[src/rtl/fetch_unit.sv]
// fetch_unit: instruction-fetch front end in front of the instruction cache.
// Owns the PC, keeps at most one ibus request outstanding, and buffers the
// returned words in a QUEUE_DEPTH-entry circular queue that decode drains
// with a valid/ready handshake. A redirect flushes the queue and drops any
// response that is still in flight.
//
// Build option: define FETCH_MISALIGN_TRAP_EN to turn a misaligned PC into a
// single marker entry (out_misalign=1) instead of a bus request. Without it,
// the fetch address is the PC with its low two bits forced to zero, and
// out_misalign is tied to 0.

package fetch_unit_pkg;

  typedef struct packed {
    logic        valid;
    logic [63:0] addr;
  } ibus_req_t;

  typedef struct packed {
    logic        addr_ok;
    logic        data_ok;
    logic [31:0] data;
  } ibus_resp_t;

endpackage

module fetch_unit
  import fetch_unit_pkg::*;
#(
  parameter logic [63:0] PC_RESET    = 64'h0000_0000_8000_0000,
  parameter int          QUEUE_DEPTH = 4
) (
  input  logic        clk,
  input  logic        reset,
  output ibus_req_t   ireq,
  input  ibus_resp_t  iresp,
  input  logic        redirect_valid,
  input  logic [63:0] redirect_pc,
  output logic        out_valid,
  input  logic        out_ready,
  output logic [63:0] out_pc,
  output logic [31:0] out_instr,
  output logic        out_misalign
);

  localparam int PTR_W = $clog2(QUEUE_DEPTH);
  localparam int CNT_W = PTR_W + 1;
  localparam logic [CNT_W-1:0] DEPTH_C = CNT_W'(QUEUE_DEPTH);

  typedef enum logic [1:0] {
    IDLE    = 2'd0,
    REQ     = 2'd1,
    DISCARD = 2'd2
  } state_t;

  state_t     state_q, state_d;
  logic [63:0] pc_q, pc_d;
  ibus_req_t  ireq_q, ireq_d;

  logic [PTR_W-1:0] head_q, head_d;
  logic [PTR_W-1:0] tail_q, tail_d;
  logic [CNT_W-1:0] count_q, count_d;
  logic [CNT_W-1:0] count_after;

  // Queue storage; only written on push, never reset (count guards reads).
  logic [QUEUE_DEPTH-1:0][63:0] qpc_q;
  logic [QUEUE_DEPTH-1:0][31:0] qins_q;

  logic        push;
  logic        pop;
  logic [63:0] push_pc;
  logic [31:0] push_instr;
  logic [63:0] pc_inc;
  logic [63:0] next_addr;

`ifdef FETCH_MISALIGN_TRAP_EN
  logic [QUEUE_DEPTH-1:0] qmis_q;
  logic                   push_mis;
  // Set once a misalign marker is queued; holds fetch off until a redirect.
  logic                   stall_q, stall_d;
`endif

  // addr_ok plays no part in completion; only data_ok ends a request.
  logic unused_addr_ok;
  assign unused_addr_ok = iresp.addr_ok;

  // A redirect kills any pop in the same cycle along with the queue contents.
  assign pop         = out_valid & out_ready & ~redirect_valid;
  assign pc_inc      = pc_q + 64'd4;
  // Occupancy after this cycle's push (only meaningful when pushing).
  assign count_after = count_q + CNT_W'(1) - CNT_W'(pop);

`ifdef FETCH_MISALIGN_TRAP_EN
  assign next_addr = pc_inc;
`else
  assign next_addr = {pc_inc[63:2], 2'b00};
`endif

  // Next-state, PC and bus-request logic for the fetch FSM.
  always_comb begin
    state_d    = state_q;
    pc_d       = pc_q;
    ireq_d     = ireq_q;
    push       = 1'b0;
    push_pc    = ireq_q.addr;
    push_instr = iresp.data;
`ifdef FETCH_MISALIGN_TRAP_EN
    push_mis   = 1'b0;
    stall_d    = stall_q & ~redirect_valid;
`endif
    unique case (state_q)
      IDLE: begin
        if (redirect_valid) begin
          pc_d = redirect_pc;
        end else if (count_q < DEPTH_C) begin
`ifdef FETCH_MISALIGN_TRAP_EN
          if (pc_q[1:0] != 2'b00) begin
            // Misaligned: queue one marker in place of a bus request.
            if (!stall_q) begin
              push       = 1'b1;
              push_pc    = pc_q;
              push_instr = '0;
              push_mis   = 1'b1;
              stall_d    = 1'b1;
            end
          end else begin
            ireq_d  = '{valid: 1'b1, addr: pc_q};
            state_d = REQ;
          end
`else
          ireq_d  = '{valid: 1'b1, addr: {pc_q[63:2], 2'b00}};
          state_d = REQ;
`endif
        end
      end
      REQ: begin
        if (redirect_valid) begin
          pc_d = redirect_pc;
          if (iresp.data_ok) begin
            // Response lands with the redirect: drop it, request is done.
            ireq_d.valid = 1'b0;
            state_d      = IDLE;
          end else begin
            // Keep the outstanding request on the bus until it completes.
            state_d = DISCARD;
          end
        end else if (iresp.data_ok) begin
          push = 1'b1;
          pc_d = pc_inc;
          // Chain the next fetch only if a slot remains to reserve for it.
          if (count_after < DEPTH_C) begin
            ireq_d.addr = next_addr;
          end else begin
            ireq_d.valid = 1'b0;
            state_d      = IDLE;
          end
        end
      end
      DISCARD: begin
        if (redirect_valid) begin
          pc_d = redirect_pc;
        end
        if (iresp.data_ok) begin
          ireq_d.valid = 1'b0;
          state_d      = IDLE;
        end
      end
      default: begin
        ireq_d.valid = 1'b0;
        state_d      = IDLE;
      end
    endcase
  end

  // Queue pointer and occupancy update; a redirect empties the queue.
  always_comb begin
    head_d  = head_q;
    tail_d  = tail_q;
    count_d = count_q;
    if (redirect_valid) begin
      head_d  = '0;
      tail_d  = '0;
      count_d = '0;
    end else begin
      if (push) tail_d = tail_q + PTR_W'(1);
      if (pop)  head_d = head_q + PTR_W'(1);
      count_d = count_q + CNT_W'(push) - CNT_W'(pop);
    end
  end

  // Control state registers with synchronous active-low reset.
  always_ff @(posedge clk) begin
    if (!reset) begin
      state_q <= IDLE;
      pc_q    <= PC_RESET;
      ireq_q  <= '0;
      head_q  <= '0;
      tail_q  <= '0;
      count_q <= '0;
    end else begin
      state_q <= state_d;
      pc_q    <= pc_d;
      ireq_q  <= ireq_d;
      head_q  <= head_d;
      tail_q  <= tail_d;
      count_q <= count_d;
    end
  end

  // Queue payload write at the tail on push.
  always_ff @(posedge clk) begin
    if (push) begin
      qpc_q[tail_q]  <= push_pc;
      qins_q[tail_q] <= push_instr;
    end
  end

`ifdef FETCH_MISALIGN_TRAP_EN
  // Misalign marker bit per entry plus the stall flag.
  always_ff @(posedge clk) begin
    if (!reset) begin
      stall_q <= 1'b0;
    end else begin
      stall_q <= stall_d;
    end
    if (push) begin
      qmis_q[tail_q] <= push_mis;
    end
  end

  assign out_misalign = out_valid & qmis_q[head_q];
`else
  assign out_misalign = 1'b0;
`endif

  assign ireq      = ireq_q;
  assign out_valid = (count_q != '0);
  assign out_pc    = qpc_q[head_q];
  assign out_instr = qins_q[head_q];

  // Slot reservation means a push can never land on a full queue.
  assert property (@(posedge clk) disable iff (!reset) push |-> (count_q != DEPTH_C));

endmodule

[config.mk]
export PLATFORM = sky130hd
export DESIGN_NAME = fetch_unit
export DESIGN_NICKNAME = d
export VERILOG_FILES = /design/src/rtl/fetch_unit.sv
export SDC_FILE = /design/constraint.sdc
export NUM_CORES = 1
export LEC_CHECK = 0
export BUFFER_PORTS_ARGS = -buffer_cell sky130_fd_sc_hd__buf_2
export CAP_MARGIN = 40
export CORE_MARGIN = 2
export CORE_UTILIZATION = 53
export CTS_BUF_LIST = sky130_fd_sc_hd__clkbuf_8 sky130_fd_sc_hd__clkbuf_16
export DETAILED_ROUTE_END_ITERATION = 7
export GPL_TIMING_DRIVEN = 0
export PLACE_DENSITY = 0.76
export SLEW_MARGIN = 20
export SYNTH_ARGS = -nofsm -noshare
export SYNTH_HDL_FRONTEND = slang
export SYNTH_SLANG_ARGS = --single-unit
[constraint.sdc]
create_clock -name clk -period 4.9 [get_ports clk]
set_input_delay 0.98 -clock clk [delete_from_list [all_inputs] [get_ports clk]]
set_output_delay 0.98 -clock clk [all_outputs]
set_load 0.005 [all_outputs]
# Word level (Yosys, flattened, before mapping)
# Index checks and enable logic that the tools add are counted.
dict set report word_totals {
  ff_bits 522
  latchBits 0
  ramBits 0
  romBits 0
  inputBits 102
  out_inout_bits 163
  wordCells 88
  memories 0
}
dict set report classes {
  n_addsub 7
  multipliers 0
  div 0
  n_lt_le_gt_ge 5
  n_eq_ne 11
  shift 0
  muxes 35
  bitwise 4
  n_reduce_logical 11
}
# cell count
set ops {}
lappend ops {{$mux 64} 7}
lappend ops {{$bwmux 256} 1}
lappend ops {{$pmux 64 s2} 2}
lappend ops {{$mux 65} 3}
lappend ops {{$bmux 64 s2} 1}
lappend ops {{$bwmux 128} 1}
lappend ops {{$demux 64 s2} 1}
lappend ops {{$add 64x3->64 const B} 1}
lappend ops {{$bmux 32 s2} 1}
lappend ops {{$demux 32 s2} 1}
lappend ops {{$mux 32} 2}
lappend ops {{$mux 2} 7}
lappend ops {{$ne 2x2->1 const B} 6}
lappend ops {{$lt 2x3->1 const B} 2}
lappend ops {{$lt 3x3->1 const B} 2}
lappend ops {{$mux 1} 6}
lappend ops {{$ne 3x3->1 const B} 2}
lappend ops {{$pmux 2 s3} 1}
lappend ops {{$reduce_and 6->1} 1}
lappend ops {{$sub 3x1->3} 2}
lappend ops {{$reduce_and 5->1} 1}
lappend ops {{$add 2x1->2 const B} 2}
lappend ops {{$reduce_and 4->1} 1}
lappend ops {{$reduce_bool 2->1} 2}
lappend ops {{other kinds (14)} 17}

# Longest topological paths before layout
# Gate-level depths: netlist of the first run.
dict set report logic_depth {
  depth_word 9
  mapped_depth 11
  ltp_nobuf 9
}

# Worst setup path after synthesis of the first run
# Ideal clock, no wire load.
dict set report synth_path {
  path_kind {input to register}
  from {in redirect_valid}
  to {reg qins_q[100] (netlist name) (enable)}
  setup_time_ps 463
  arrival_time_ps 4138
  required_ps 4437
  setup_slack_ps 298
  path_stages 4
  n_path_buf 2
  cell_sequence {clkbuf_1 nor4bb_1 clkbuf_1 and2_1}
}
dict set report synth_via {
  elab_chain_cells 2
}
# item line
set synth_rtl {}
lappend synth_rtl {{start: declaration} 37} ;# input logic redirect_valid,
lappend synth_rtl {{$mux 1} 137} ;# if (redirect_valid) begin
lappend synth_rtl {{$mux 1} 111} ;# unique case (state_q)
lappend synth_rtl {{end signal: indexed assignment} 214} ;# qins_q[tail_q] <= push_instr;
lappend synth_rtl {{end: declaration} 67} ;# logic [QUEUE_DEPTH-1:0][31:0] qins_q;
# No other way between the ends.
# A chain may end at the register's enable or synchronous reset.

# Worst setup path after layout of the first run
dict set report layout_path {
  from {reg head_q[0]}
  to {out out_instr[10]}
}
dict set report layout_via {
  elab_chain_cells 2
}
# item line
set layout_rtl {}
lappend layout_rtl {{start: declaration} 60} ;# logic [PTR_W-1:0] head_q, head_d;
lappend layout_rtl {{start signal: assignment} 197} ;# head_q <= '0;
lappend layout_rtl {{start signal: assignment} 204} ;# head_q <= head_d;
lappend layout_rtl {{$bmux 32 s2} 239} ;# assign out_instr = qins_q[head_q];
lappend layout_rtl {{$mux 32 (implied by the code)} 239}
lappend layout_rtl {{end: declaration} 42} ;# output logic [31:0] out_instr,
# No other way between the ends. The select of a mux whose other input is x is not followed.

==> qor.yml, run 1 <==
synthesis:
  synth_top_area_cell: "sky130_fd_sc_hd__edfxtp_1"
  synth_area_sq_um: 21800
  synth_top_cells_by_area: "sky130_fd_sc_hd__edfxtp_1 52%, sky130_fd_sc_hd__dfxtp_1 12%, sky130_fd_sc_hd__mux4_2 9.7%, sky130_fd_sc_hd__clkbuf_1 1.9%, sky130_fd_sc_hd__o21ai_0 1.8%"
  yosys_register_bits: 510
  yosys.cell_types.count: 69
  postSynth.topFlopCell: "sky130_fd_sc_hd__edfxtp_1"
  per_instance_average_area_after_synthesis_sq_um: 13.7
  yosysMostFrequentCell: "sky130_fd_sc_hd__edfxtp_1"
  synth_edf_count: 376
  synth_top_area_share_pct: 51.8
  synthTopCellsByCount: "376 x sky130_fd_sc_hd__edfxtp_1, 134 x sky130_fd_sc_hd__dfxtp_1, 110 x sky130_fd_sc_hd__clkbuf_1, 97 x sky130_fd_sc_hd__nand2_1, 94 x sky130_fd_sc_hd__mux4_2"
  synth.yosys.seq_area_share_pct: 64.1
  synth.yosys.warnings: 0
  synth-async-reset-ratio_pct: 0
  postSynthCellCount: 1589
power:
  seqPwrFrac_pct: 50.9
  total_power_mw: 9.56
  share_of_total_power_in_the_clock_network_pct: 42.9
  share_comb_of_total_power_pct: 6.2
  switching_share_pct: 22.9
  pwr_density_cell_nw_per_um2: 370
  vdd_drop_max_uv: 351
  p_leak_nw: 8.70
  p_int_mw: 7.36
  switch_pwr_mw: 2.19
route:
  first_pass_iters: 6
  drt-vias-per-instance: 6.39
  routed_wl_um: 65400
  detailroute.via_count: 16000
  detail-route-antenna-nets: 0
  drc: 0
  drt_iter0_markers: 1667
  wirelength_per_cell_um: 26.2
critical_path:
  crit_chain: "clkbuf_1, buf_1, buf_6, buf_1, buf_6, mux4_2, buf_2"
  critical-path-top-delay-family: "buffers and inverters"
  cp_num_buf_inv: 6
  end_kind: "output pin"
  cp_launch_type: "flop"
  crit_path_max_incr_delay_ns: 0.50
  required_ns: 3.92
  critPathSlowestCell: "sky130_fd_sc_hd__mux4_2"
  max_fanout_on_critical_path: 9
  timing_worst_setup_path_type: "reg -> out"
  arrival_ns: 2.95
cells_and_area:
  area_growth_from_synthesis_to_final_layout_pct: 18.6
  fin_nets: 2032
  antennaDiodeCount: 0
  filler_cell_count: 3093
  fin_area_sq_um: 25800
  stdcell_count: 2495
  post-route-util_pct: 63.4
  drive_above_1_share_pct: 25.0
sta:
  fin_worst_skew_ns: 0.0241
  max_slew_margin_pct: 41.2
  fmaxAchievable_mhz: 255
  transition_time_at_the_pin_with_the_least_slew_margin_ns: 0.877
  holdWs_ns: 0.506
  totalNegativeSetupSlack_ns: 0
  final_critical_path_setup_slack_ns: 0.972
  final.period_utilization_pct: 80.2
  final_max_slew_viol_count: 0
  timing.final.hold_violations: 0
  rsz0062_at_grt: "no"
  timing.final.setup_violations: 0
  post-route-min-period_ns: 3.93
outcome:
  run_status: "completed"
die:
  floorplan.initialDensity_pct: 53.5
  dieArea_sq_um: 42800
  coreArea_sq_um: 40700
  dieHeight_um: 207
  rows: 74
  die_width_um: 207
  io_pins: 265
clock_network:
  tritoncts: "done"
  cts_num_sinks: 510
  postCtsHoldBufs: 0
  clockBufferDepth: 3
  clk_pin_slew_worst_paths_ns: 0.06
  cts_htree_levels: 2
  insertion_delay_ns: 0.61
  root_buffer: "sky130_fd_sc_hd__clkbuf_16"
  cts_post_setup_buffers_inserted: 0
  cts_inserted_buffers: 52
  post_cts_resized: 0
placement:
  gp_congestion: 1.03
  port_buffers: 255
  place_worst_setup_slack_ns: 0.793
  post-dp-hpwl_um: 45700
  placement.cell_area_sq_um: 24000
  dp_cells: 2399
global_routing:
  globalRouteTotalUtil_pct: 30.4
  wire_length_of_the_first_global_routing_pass_um: 96000
  grt_start_max_net_pins: 36
  grt_overflow: 0
  grt_pass1_vias: 15300
  antenna_found_initial: 0
worst_hold_path:
  min-delay-path-class: "reg -> reg"
run:
  drv_cap: 0
path summary, 6_finish.rpt:
| check | startpoint | end | slack [ns] | cells past startpoint |
|---|---|---|---|---|
| min reg2reg | tail_q[1]$_SDFFE_PP0P_ | tail_q[1]$_SDFFE_PP0P_ | 0.51 | 2 |
| max reg2reg | state_q[1]$_SDFFE_PN0P_ | push_pc[45]$_SDFFE_PN0P_ | 1.34 | 9 |
| min | tail_q[1]$_SDFFE_PP0P_ | tail_q[1]$_SDFFE_PP0P_ | 0.51 | 2 |
| max | head_q[0]$_SDFFE_PP0P_ | out_instr[10] | 0.97 | 7 |
flip-flops by register name (all words and copies together) (netlist names):
name and count:
count_q 3, head_q 2, ireq 1, pc_q 62
push_pc 62, qins_q 128, qpc_q 248, state_q 2
tail_q 2
kinds of logic after synthesis:
family | count (synthesis) | share of synthesized area, %
xor+xnor | 38 | 1.53
buf+inv | 163 | 3.07
flops | 510 | 64.1
fa+ha+maj | 8 | 0.494
simple gates | 439 | 10.8
other cells | 1 | 0.0172
mux | 97 | 9.85
compound gates | 333 | 10.2
layout make-up:
type | count | area, sq um | area share [%]
tap | 532 | 666 | 2.58
buffer | 150 | 621 | 2.40
clock buffer | 59 | 1420 | 5.49
inverter | 13 | 48.8 | 0.189
clock inverter | 36 | 367 | 1.42
multi-input combinational | 920 | 7190 | 27.8
timing repair buffer | 275 | 1570 | 6.06
sequential | 510 | 14000 | 54.1
power groups by stage:
| stage | Clock (mW) | Sequential [mW] | Combinational [mW] |
|---|---|---|---|
| after global placement | 0 | 4.95 | 0.567 |
| after floorplan | 0 | 4.92 | 0.301 |
| after CTS | 4.15 | 4.86 | 0.582 |
| after detailed placement | 0 | 4.96 | 0.579 |
| final | 4.09 | 4.87 | 0.595 |
| after global routing | 4.33 | 4.88 | 0.637 |
layout by cell type (no fill, tap or decap), types with 7 or more instances in the layout:
cell type and instances:
sky130_fd_sc_hd__edfxtp_1 376, sky130_fd_sc_hd__buf_2 270, sky130_fd_sc_hd__dfxtp_1 134, sky130_fd_sc_hd__clkbuf_1 110
sky130_fd_sc_hd__nand2_1 97, sky130_fd_sc_hd__mux4_2 94, sky130_fd_sc_hd__o21ai_0 77, sky130_fd_sc_hd__nor2_1 69
sky130_fd_sc_hd__clkbuf_16 54, sky130_fd_sc_hd__a21oi_1 51, sky130_fd_sc_hd__nand3_1 50, sky130_fd_sc_hd__nand4_1 44
sky130_fd_sc_hd__or4_1 42, sky130_fd_sc_hd__a31oi_1 42, sky130_fd_sc_hd__o31ai_1 29, sky130_fd_sc_hd__xnor2_1 26
sky130_fd_sc_hd__nor3_1 26, sky130_fd_sc_hd__o211ai_1 25, sky130_fd_sc_hd__nor4_1 24, sky130_fd_sc_hd__inv_1 21
sky130_fd_sc_hd__a211oi_1 19, sky130_fd_sc_hd__buf_1 16, sky130_fd_sc_hd__and3_1 16, sky130_fd_sc_hd__or3_1 14
sky130_fd_sc_hd__and4_1 14, sky130_fd_sc_hd__and2_1 13, sky130_fd_sc_hd__buf_6 13, sky130_fd_sc_hd__xor2_1 12
sky130_fd_sc_hd__a22oi_1 10, sky130_fd_sc_hd__a32oi_1 9, sky130_fd_sc_hd__clkinv_2 8, sky130_fd_sc_hd__buf_12 8
sky130_fd_sc_hd__a21o_1 7, sky130_fd_sc_hd__ha_1 7
worst register-to-register path: stages (launching register included):
cell and delay [ns]:
sky130_fd_sc_hd__dfxtp_1 0.31, sky130_fd_sc_hd__clkbuf_1 0.21, sky130_fd_sc_hd__nor2b_1 0.67, sky130_fd_sc_hd__nand2_1 0.28, sky130_fd_sc_hd__or3_1 0.38, sky130_fd_sc_hd__clkbuf_1 0.33, sky130_fd_sc_hd__clkbuf_1 0.32, sky130_fd_sc_hd__clkbuf_1 0.39
sky130_fd_sc_hd__o31ai_1 0.40, sky130_fd_sc_hd__a31oi_1 0.12
routing by layer:
layer	up-vias	track usage (%)	share of wire, %
met3	147	5.82	9.3
met4	0	11.1	3.7
met2	877	47.1	46
met5	-	0	0
met1	7936	43.3	41
li1	6991	-	-
Power figures use the tool's default switching activity.
==> inputs of run 2 (changes only) <==
==> constraint.sdc (replaced) <==
create_clock -name clk -period 3.5 [get_ports clk]
set_input_delay 0.7 -clock clk [delete_from_list [all_inputs] [get_ports clk]]
set_output_delay 0.7 -clock clk [all_outputs]
set_load 0.005 [all_outputs]
==> qor.yml, run 2 (synthesis results as in run 1) <==
global_routing:
  grt_start_max_net_pins: 47
  wire_length_of_the_first_global_routing_pass_um: 95400
  globalRouteTotalUtil_pct: 30.4
  antenna_found_initial: 0
  grt_pass1_vias: 15200
  grt_overflow: 0
cells_and_area:
  largestRegisters: "qpc_q: 248 flops, qins_q: 128 flops"
  final_cell_mix: "376 x sky130_fd_sc_hd__edfxtp_1, 272 x sky130_fd_sc_hd__buf_2, 134 x sky130_fd_sc_hd__dfxtp_1"
  drive_above_1_share_pct: 25.4
  largest_register_ffs: 248
  post-route-util_pct: 63.3
  antennaDiodeCount: 0
  fin_nets: 2030
  top_register: "qpc_q"
  stdcell_count: 2495
  area_growth_from_synthesis_to_final_layout_pct: 18.4
  layout_commonest_cell: "sky130_fd_sc_hd__edfxtp_1"
placement:
  post-dp-hpwl_um: 45300
  dp_cells: 2399
  gp_congestion: 1.02
  port_buffers: 255
critical_path:
  arrival_ns: 2.66
  end_kind: "output pin"
  timing_worst_setup_path_type: "reg -> out"
  required_ns: 2.80
  cp_launch_type: "flop"
  r2r_cells: 9
  max_fanout_on_critical_path: 10
sta:
  totalNegativeSetupSlack_ns: 0
  fmaxAchievable_mhz: 298
  post-route-min-period_ns: 3.36
  timing.final.hold_violations: 0
  max_slew_margin_pct: 41.0
  final.period_utilization_pct: 95.9
  final_max_slew_viol_count: 0
  transition_time_at_the_pin_with_the_least_slew_margin_ns: 0.885
  holdWs_ns: 0.302
  rsz0062_at_grt: "no"
  fin_worst_skew_ns: 0.0403
  timing.final.setup_violations: 0
clock_network:
  clockBufferDepth: 3
  postCtsHoldBufs: 0
  root_buffer: "sky130_fd_sc_hd__clkbuf_16"
  insertion_delay_ns: 0.64
  clk_pin_slew_worst_paths_ns: 0.07
  cts_inserted_buffers: 51
  tritoncts: "done"
  cts_post_setup_buffers_inserted: 0
  cts_num_sinks: 510
  cts_htree_levels: 2
power:
  p_leak_nw: 8.71
  vdd_drop_max_uv: 398
  total_power_mw: 13.1
  pwr_density_cell_nw_per_um2: 507
route:
  detailroute.via_count: 15800
  routed_wl_um: 64800
  drt_iter0_markers: 1626
  first_pass_iters: 6
  detail-route-antenna-nets: 0
  wirelength_per_cell_um: 26.0
  drc: 0
  drt-vias-per-instance: 6.34
die:
  rows: 74
  coreArea_sq_um: 40700
  die_width_um: 207
  floorplan.initialDensity_pct: 53.5
  dieArea_sq_um: 42800
  io_pins: 265
  dieHeight_um: 207
worst_hold_path:
  min-delay-path-class: "in -> reg"
  worstHoldPathCells: 1
outcome:
  run_status: "completed"
run:
  drv_cap: 0
[run 2: worst max-delay path: stages, from the launching register on]
cell	delay (ns)
sky130_fd_sc_hd__dfxtp_1	0.31
sky130_fd_sc_hd__clkbuf_1	0.23
sky130_fd_sc_hd__buf_1	0.55
sky130_fd_sc_hd__clkbuf_2	0.44
sky130_fd_sc_hd__mux4_2	0.38
sky130_fd_sc_hd__buf_2	0.14
[run 2: final cells by class]
cell class | count | area [sq um]
plain buffers | 149 | 629
repair buffers | 275 | 1620
fillers | 3089 | 14900
clock inverters | 37 | 283
well taps | 532 | 666
clock buffers | 59 | 1400
inverters | 13 | 48.8
multi-input cells | 920 | 7190
flip-flops and latches | 510 | 14000
[run 2: final timing paths]
check                              start                        to  slack (ns)
setup / recovery  head_q[1]$_SDFFE_PP0P_                out_pc[50]        0.14
hold / removal                 iresp[17]      qins_q[17]$_DFFE_PP_        0.30
hold reg to reg   tail_q[1]$_SDFFE_PP0P_    tail_q[1]$_SDFFE_PP0P_        0.51
setup reg to reg    pc_q[5]$_SDFFE_PN0P_  push_pc[45]$_SDFFE_PN0P_        0.19
[run 2: what timing repair did]
item,4_1_cts,5_1_grt
gates resized for setup,11,4
setup endpoints to repair,54,36
cloned,0,0
[run 2: metal layers]
metal / track usage, % / up-vias / share of wire [%]
met3: 5.56 / 154 / 8.6
li1: - / 6976 / -
met1: 43.3 / 7897 / 42
met4: 10.9 / 0 / 3.5
met5: 0 / - / 0
met2: 47.1 / 783 / 46
[run 2: through the flow]
stage	setup WS (ns)	instance area, sq um
after CTS	0.0141	25800
final	0.142	25800
after global routing	0.000668	25800
after global placement	-1.64	23800
after floorplan	0.206	21800
after detailed placement	-0.338	24100
[run 2: where the power goes]
group | total (mW) | switching, mW | leakage [nW] | internal (mW)
Combinational | 0.832 | 0.534 | 3.28 | 0.298
Sequential | 6.81 | 0.162 | 4.56 | 6.65
Clock | 5.44 | 2.40 | 0.864 | 3.04
==> inputs of run 3 (changes only) <==
--- a/config.mk
+++ b/config.mk
@@ -10,9 +10,12 @@
 export CORE_MARGIN = 2
 export CORE_UTILIZATION = 53
 export CTS_BUF_LIST = sky130_fd_sc_hd__clkbuf_8 sky130_fd_sc_hd__clkbuf_16
+export CTS_CLUSTER_SIZE = 14
 export DETAILED_ROUTE_END_ITERATION = 7
 export GPL_TIMING_DRIVEN = 0
 export PLACE_DENSITY = 0.76
+export REMOVE_ABC_BUFFERS = 1
+export SETUP_SLACK_MARGIN = 0.4
 export SLEW_MARGIN = 20
 export SYNTH_ARGS = -nofsm -noshare
 export SYNTH_HDL_FRONTEND = slang
==> qor.yml, run 3 (synthesis results as in run 1) <==
clock_network:
  cts_htree_levels: 2
  root_buffer: "sky130_fd_sc_hd__clkbuf_16"
  clk_pin_slew_worst_paths_ns: 0.06
  tritoncts: "done"
  cts_inserted_buffers: 52
  postCtsHoldBufs: 0
  cts_num_sinks: 510
  insertion_delay_ns: 0.60
  clockBufferDepth: 3
critical_path:
  required_ns: 4.02
  timing_worst_setup_path_type: "reg -> reg"
  crit-reg2reg-capture: "push_pc[63]$_SDFFE_PN0P_"
  end_kind: "flop"
  cp_launch_type: "flop"
  crit_path_max_incr_delay_ns: 0.70
  critPathSlowestCell: "sky130_fd_sc_hd__or3_1"
  arrival_ns: 3.48
  r2r_cells: 6
  crit_chain: "and4_1, nand3_2, or3_1, buf_8, or4_1, a31oi_1"
  reg_to_reg_setup_timing_slack_ns: 0.54
  r2r-start: "pc_q[10]$_SDFFE_PN0P_"
  max_fanout_on_critical_path: 22
die:
  dieArea_sq_um: 42800
  rows: 74
  io_pins: 265
  coreArea_sq_um: 40700
  dieHeight_um: 207
  floorplan.initialDensity_pct: 53.5
  die_width_um: 207
route:
  routed_wl_um: 54800
  detailroute.via_count: 14800
  wirelength_per_cell_um: 23.2
  detail-route-antenna-nets: 0
  drt-vias-per-instance: 6.29
  drc: 0
  first_pass_iters: 5
  drt_iter0_markers: 1538
sta:
  timing.final.setup_violations: 0
  final.period_utilization_pct: 84.6
  rsz0062_at_grt: "no"
  post-route-min-period_ns: 2.96
  final_max_slew_viol_count: 0
  fmaxAchievable_mhz: 338
  fin_worst_skew_ns: 0.0208
  transition_time_at_the_pin_with_the_least_slew_margin_ns: 0.842
  timing.final.hold_violations: 0
  max_slew_margin_pct: 43.9
worst_hold_path:
  worstHoldPathCells: 1
  min_from: "iresp[13]"
  min-delay-path-class: "in -> reg"
  min_to: "qins_q[109]$_DFFE_PP_"
placement:
  port_buffers: 256
  placement.cell_area_sq_um: 23700
  post-dp-hpwl_um: 35200
  gp_congestion: 0.902
cells_and_area:
  fin_area_sq_um: 25600
  largest_register_ffs: 248
  final_cell_mix: "376 x sky130_fd_sc_hd__edfxtp_1, 256 x sky130_fd_sc_hd__buf_2, 131 x sky130_fd_sc_hd__dfxtp_1"
  drive_above_1_share_pct: 27.0
  fin_nets: 1892
  layout_commonest_cell: "sky130_fd_sc_hd__edfxtp_1"
  top_register: "qpc_q"
  area_growth_from_synthesis_to_final_layout_pct: 17.4
  largestRegisters: "qpc_q: 248 flops, qins_q: 128 flops"
power:
  p_leak_nw: 8.57
  total_power_mw: 13.2
  vdd_drop_max_uv: 308
  pwr_density_cell_nw_per_um2: 516
global_routing:
  antenna_found_initial: 4
  grt_start_max_net_pins: 75
  wire_length_of_the_first_global_routing_pass_um: 82600
  globalRouteTotalUtil_pct: 25.4
  grt_pass1_vias: 14200
  grt_overflow: 0
run:
  drv_cap: 0
outcome:
  run_status: "completed"
==> run 3: cell types whose count changed in the layout (fill, tap and decap cells not counted), moves of 6 or more <==
| cell | previous run | this run |
|---|---|---|
| sky130_fd_sc_hd__clkbuf_1 | 104 | 0 |
| sky130_fd_sc_hd__buf_2 | 272 | 256 |
| sky130_fd_sc_hd__buf_1 | 13 | 0 |
| sky130_fd_sc_hd__buf_6 | 13 | 0 |
| sky130_fd_sc_hd__buf_16 | 6 | 13 |
| sky130_fd_sc_hd__bufinv_16 | 2 | 8 |
| sky130_fd_sc_hd__clkbuf_2 | 6 | 0 |
==> run 3: final cells by class <==
class	count	area, sq um
multi-input cells	920	7280
clock buffers	55	1340
fillers	3064	15100
repair buffers	285	1840
flip-flops and latches	510	14000
well taps	532	666
inverters	13	53.8
diodes	2	5.00
clock inverters	42	423
==> run 3: timing repair <==
action | 4_1_cts | 5_1_grt
setup buffers | 3 | 2
setup endpoints to repair | 93 | 19
pin swaps | 1 | 1
gates resized for setup | 3 | 8
==> run 3: report_power, final <==
part           total [mW]  internal [mW]  switching [mW]
combinational       0.674          0.291           0.383
sequential           6.86           6.65           0.214
clock                5.68           3.37            2.32
total                13.2           10.3            2.91
==> run 3: worst max-delay path by stage <==
stage                                to                   start
6_report       push_pc[63]$_SDFFE_PN0P_   pc_q[10]$_SDFFE_PN0P_
5_1_grt        push_pc[63]$_SDFFE_PN0P_   pc_q[10]$_SDFFE_PN0P_
4_1_cts        push_pc[46]$_SDFFE_PN0P_    pc_q[2]$_SDFFE_PN0P_
3_5_place_dp      count_q[2]$_SDFF_PP0_          redirect_valid
3_3_place_gp       qins_q[76]$_DFFE_PP_          redirect_valid
2_1_floorplan              out_instr[0]  head_q[0]$_SDFFE_PP0P_
==> run 3: worst max-delay path: cells and delay by family (launching register included) <==
kind | cells | cell delay, ns
DFF | 1 | 0.55
and+or+nand+nor | 4 | 1.93
buffers and inverters | 1 | 0.24
AOI/OAI and AO/OA | 1 | 0.16
==> run 3: routing by layer <==
layer | vias to the layer above | GRT usage (%) | wire length [um]
li1 | 6709 | - | -
met1 | 7376 | 35.3 | 22900
met2 | 630 | 39.9 | 25700
met3 | 119 | 4.58 | 4200
met4 | 4 | 10.2 | 1970
met5 | - | 0 | 30
==> run 3: stage by stage <==
step	std cells	worst slack, ns	hold WS, ns	util, %	TNS, ns
2_1_floorplan	1443	-1.84	0.469	-	-568.16
3_3_place_gp	2231	-4.07	0.479	56.8	-2108.27
3_5_place_dp	2254	-0.172	0.503	58.3	-0.191
4_1_cts	2354	0.242	0.288	62.7	0
5_1_grt	2358	0.407	0.299	62.8	0
6_report	2359	0.538	0.326	62.8	0
